### src/rtl/mem_bus_arbiter.sv
// rtl/mem_bus_arbiter.sv - two-port (core/JTAG) round-robin arbiter and fixed-length SRAM cycle sequencer
module mem_bus_arbiter #(
    parameter int WAIT_CYCLES = 2,
    parameter int ADDR_W      = 16,
    parameter int DATA_W      = 16
) (
    input  logic              i_clk,
    input  logic              i_rst,
    input  logic              i_coreReq,
    input  logic              i_coreWr,
    input  logic [ADDR_W-1:0] i_coreAddr,
    input  logic [DATA_W-1:0] i_coreData,
    output logic              o_coreAck,
    input  logic              i_coreHold,
    input  logic              i_jtagReq,
    input  logic              i_jtagWr,
    input  logic [ADDR_W-1:0] i_jtagAddr,
    input  logic [DATA_W-1:0] i_jtagData,
    output logic              o_jtagAck,
    output logic [DATA_W-1:0] o_rdData,
    output logic [ADDR_W-1:0] o_memAddr,
    output logic              o_memWr,
    output logic              o_memEn,
    output logic [DATA_W-1:0] o_memDataOut,
    output logic              o_memDataOe,
    input  logic [DATA_W-1:0] i_memDataIn,
    output logic              o_busy
);

    localparam logic [1:0] IDLE   = 2'd0;
    localparam logic [1:0] ACCESS = 2'd1;
    localparam logic [1:0] DONE   = 2'd2;

    localparam logic PORT_C = 1'b0;
    localparam logic PORT_J = 1'b1;

    localparam logic [3:0] COUNT_INIT = 4'(WAIT_CYCLES - 1);

    logic [1:0] state;
    logic [3:0] count;
    logic       owner;
    logic       lastGrant;
    logic       latWr;

    logic eligC;
    logic eligJ;
    logic pickJ;
    logic grantWr;

    // On a tie the port that did not win last time is granted.
    always_comb begin
        eligC   = i_coreReq & ~i_coreHold;
        eligJ   = i_jtagReq;
        pickJ   = eligJ & (~eligC | (lastGrant == PORT_C));
        grantWr = pickJ ? i_jtagWr : i_coreWr;
    end

    always_ff @(posedge i_clk or posedge i_rst) begin
        if (i_rst) begin
            state        <= IDLE;
            count        <= 4'd0;
            owner        <= PORT_C;
            lastGrant    <= PORT_J;
            latWr        <= 1'b0;
            o_coreAck    <= 1'b0;
            o_jtagAck    <= 1'b0;
            o_rdData     <= '0;
            o_memAddr    <= '0;
            o_memWr      <= 1'b0;
            o_memEn      <= 1'b0;
            o_memDataOut <= '0;
            o_memDataOe  <= 1'b0;
            o_busy       <= 1'b0;
        end else begin
            o_coreAck <= 1'b0;
            o_jtagAck <= 1'b0;
            case (state)
                IDLE: begin
                    if (eligC || eligJ) begin
                        owner        <= pickJ;
                        lastGrant    <= pickJ;
                        latWr        <= grantWr;
                        o_memAddr    <= pickJ ? i_jtagAddr : i_coreAddr;
                        o_memDataOut <= pickJ ? i_jtagData : i_coreData;
                        o_memWr      <= grantWr;
                        o_memDataOe  <= grantWr;
                        o_memEn      <= 1'b1;
                        o_busy       <= 1'b1;
                        count        <= COUNT_INIT;
                        state        <= ACCESS;
                    end
                end
                ACCESS: begin
                    if (count == 4'd0) begin
                        if (!latWr) begin
                            o_rdData <= i_memDataIn;
                        end
                        o_memEn     <= 1'b0;
                        o_memWr     <= 1'b0;
                        o_memDataOe <= 1'b0;
                        o_coreAck   <= (owner == PORT_C);
                        o_jtagAck   <= (owner == PORT_J);
                        state       <= DONE;
                    end else begin
                        count <= count - 4'd1;
                    end
                end
                DONE: begin
                    o_busy <= 1'b0;
                    state  <= IDLE;
                end
                default: begin
                    o_busy <= 1'b0;
                    state  <= IDLE;
                end
            endcase
        end
    end

endmodule

### config.mk
export PLATFORM = sky130hd
export DESIGN_NAME = mem_bus_arbiter
export DESIGN_NICKNAME = d
export VERILOG_FILES = /design/src/rtl/mem_bus_arbiter.sv
export SDC_FILE = /design/constraint.sdc
export NUM_CORES = 1
export LEC_CHECK = 0
export ABC_AREA = 1
export ABC_CLOCK_PERIOD_IN_PS = 2900
export BUFFER_PORTS_ARGS = -buffer_cell sky130_fd_sc_hd__clkbuf_2
export CAP_MARGIN = 20
export CORE_ASPECT_RATIO = 1.25
export CORE_MARGIN = 3
export CORE_UTILIZATION = 47
export DETAILED_ROUTE_END_ITERATION = 10
export HOLD_SLACK_MARGIN = 0.1
export PLACE_DENSITY = 0.83
export REMOVE_ABC_BUFFERS = 1
export SLEW_MARGIN = 5
export SYNTH_ARGS = -nofsm -noshare
export SYNTH_HDL_FRONTEND = slang
export SYNTH_SLANG_ARGS = --single-unit
### constraint.sdc
create_clock -name i_clk -period 2.9 [get_ports i_clk]
set_clock_uncertainty 0.15 [all_clocks]
set_input_delay 0.58 -clock i_clk [delete_from_list [all_inputs] [get_ports i_clk]]
set_output_delay 0.58 -clock i_clk [all_outputs]
set_load 0.05 [all_outputs]
==> metrics.md <==
| Metric | Value |
|---|---|
| Vias in the first global route | `2708` |
| Routed WL | `7020 µm` |
| IO Port Bufs | `140` |
| Yosys warning count | `0` |
| Initial Util | `48.8%` |
| RD Place Congestion | `0.795` |
| Synth area leader | `dfrtp_1` |
| Minimum clock period | `~1.8 ns` |
| Worst EP required | `2.96 ns` |
| Psw | `about 2.8 mW` |
| DRC viols | `0` |
| Synthesis-to-finish area growth | `31.2%` |
| CTS Root Cell | `clkbuf_8` |
| Post-route ant nets | `0` |
| CP Class | `flop to flop` |
| Post-Layout Inst Area | `about 4000 µm²` |
| Nets | `613` |
| Synthesized flop and latch total | `62` |
| CP Capture Type | `flop` |
| Yosys top cell area share | `50.0%` |
| Io pins | `141` |
| Top cells by area, synth | `dfrtp_1 50%, nand2_1 17%, o21ai_2 6.0%` |
| Rel. slew slack | `64.1%` |
| Status | `finished, final reports clean` |
| PwrDens | `1290 nW/µm²` |
| Sw frac | `54.0%` |
| Global-route wire length before repair | `11600 µm` |
| CTS tree | `done` |
| Hold/Removal Path Class | `flop to flop` |
| Sum Neg Setup Slack | `0 ns` |
| Number of vias per cell | `4.63` |
| DP HPWL | `roughly 5300 µm` |
| Ys async rst share | `100%` |
| Fin crit share | `62.5%` |
| Fmax | `551 MHz` |
| Core area | `6250 µm²` |
| Max clock buf depth | `2` |
| Die height | `96.1 µm` |
| Flop pwr share | `29.4%` |
| Top_reg_cell synth | `dfrtp_1` |
| Latest clock arrival within the worst-skew pair | `around 0.33 ns` |
| Post-synthesis cell type count | `23` |
| Max VDD drop | `0.000710 V` |
| Cell Area, Synth | `3050 µm²` |
| Reg2Reg Setup Slack | `1.09 ns` |
| Layout Utilization | `around 64%` |
| Worst Tran Pin Value | `0.535 ns` |
| CTS Buf Count | `9` |
| H-tree Lvls | `3` |
| Syn Inst Count | `roughly 380` |
| # fillers | `573` |
| Part of the power in combinational logic | `55.9%` |
| Die area | `7500 µm²` |
| Placed Cells | `597` |
| Routed len/inst | `11.4 µm` |
| Avg Cell Area, Syn | `7.94 µm²` |
| Clock power share | `14.8%` |
| Clock sinks | `62` |
| RSZ-0062 raised after global routing | `false` |
| Crit path launch | `count[0]` |
| Largest net degree at the start of global routing | `41` |
| DR vias | `~2.8k` |
| Num rows | `32` |
| Leakage power | `between 2 and 2.5 nW` |
| Fin cells | `614` |
| Sequential element share of the synthesized area | `between 50% and 60%` |
| Number of DRC markers in iteration 0 | `86` |
| Origin of the critical flop-to-flop path | `count[0]` |
| Finish-stage setup viols | `0` |
| Post-synth EDFFs | `0` |
| Die width | `78.1 µm` |
| Placed instance area | `3790 µm²` |
| Proportion of layout cells with a drive suffix above 1 | `between 30% and 40%` |
| Hold Path Origin | `owner` |
| Number of detailed-route iterations in the first pass | `4` |
| Max-slew violations | `0` |
| Top-count cell post-synth | `nand2_1` |
| Final Hold Fails | `0` |
| All-layer global routing usage | `19.1%` |
| Antenna diode count | `0` |
| Worst path arrival time | `1.88 ns` |
| Critical-path maximum fanout | `19` |
| Clock transition at path regs | `0.07 ns` |
| Internal cell power | `2.38 mW` |
| GR Overflow Total | `0` |
| Initial antenna violation count | `0` |
| Commonest cells post-synth | `140 x nand2_1, 61 x dfrtp_1, 44 x inv_1, 44 x nor2_1, 22 x nand3_1` |
| Type of origin of the critical path | `flop` |
| Max-Cap Viols | `0` |
[cells in the final DEF, fill, tap and decap left out, types with 3 or more instances in the layout]
| cell type | n |
|---|---|
| buf_4 | 5 |
| clkbuf_2 | 140 |
| clkbuf_8 | 9 |
| clkinv_4 | 3 |
| dfrtp_1 | 61 |
| inv_1 | 43 |
| nand2_1 | 139 |
| nand2_2 | 9 |
| nand3_1 | 22 |
| nor2_1 | 44 |
| o21ai_0 | 5 |
| o21ai_1 | 10 |
| o21ai_2 | 21 |
[power by group through the flow]
stage | registers (mW) | clock network, mW | logic [mW]
after global placement | 1.52 | 0 | 2.87
after detailed placement | 1.53 | 0 | 2.93
after global routing | 1.57 | 0.819 | 3.14
after CTS | 1.52 | 0.784 | 2.93
final | 1.52 | 0.766 | 2.90
after floorplan | 2.79 | 0 | 0.935
[worst paths after layout]
| kind | endpoint | depth (start not counted) |
|---|---|---|
| setup / recovery | o_rdData[2] | 7 |
| hold / removal | o_coreAck | 1 |
| setup reg to reg | o_rdData[2] | 7 |
| hold reg to reg | o_coreAck | 1 |
| max in group asynchronous | lastGrant | 4 |
| min in group asynchronous | o_rdData[9] | 3 |
[metal layers]
metal,vias up,GRT usage (%),wire length [µm]
li1,1445,-,-
met2,96,35.1,3470
met5,-,0,0
met4,0,6.85,106
met3,12,3.65,485
met1,1292,22.4,2960
[per-stage QoR]
| stage | hold WS [ns] | setup slack, ns | total power [mW] |
|---|---|---|---|
| 6_report | 0.287 | 1.09 | 5.18 |
| 2_1_floorplan | 0.253 | 0.576 | 3.72 |
| 4_1_cts | 0.289 | 1.07 | 5.24 |
| 5_1_grt | 0.316 | 0.894 | 5.53 |
| 3_5_place_dp | 0.274 | 0.893 | 4.46 |
| 3_3_place_gp | 0.257 | 0.923 | 4.39 |
[flip-flops by register name, indices dropped and copies added, names as in the netlist]
signal        flops
state             2
o_coreAck         1
o_jtagAck         1
o_memDataOut     16
o_busy            1
o_memAddr        16
latWr             1
count             4
lastGrant         1
owner             1
o_rdData         16
o_memEn           1
o_memDataOe       1
[cell type report]
type,instances,area (µm²),area share [%]
inverters,46,173,4.31
clock buffers,9,124,3.09
clock inverters,7,81.3,2.03
multi-input cells,258,1200,29.9
flip-flops and latches,62,1550,38.8
well taps,85,106,2.66
repair buffers,147,768,19.2
[worst max-delay path, stage by stage, from the launching register on]
cell	delay, ns
dfrtp_1	0.40
inv_1	0.13
ha_1	0.18
nand2_2	0.09
nor2_4	0.37
nand2_4	0.22
nand2_1	0.10
nand2_1	0.05
[logic make-up after synthesis]
logic type	Yosys count	synth area share, %
AOI/OAI and AO/OA	37	9.02
xor gates and xnor gates	1	0.287
adders and majority gates	2	0.820
buffers and inverters	64	9.93
DFF	62	50.9
and+or+nand+nor	218	29.0
[timing repair]
item	4_1_cts	5_1_grt
gates resized for setup	0	0
hold buffers	1	0
setup buffers	0	0
hold endpoints to repair	19	0
No activity file was read; power rests on OpenSTA's default activity.
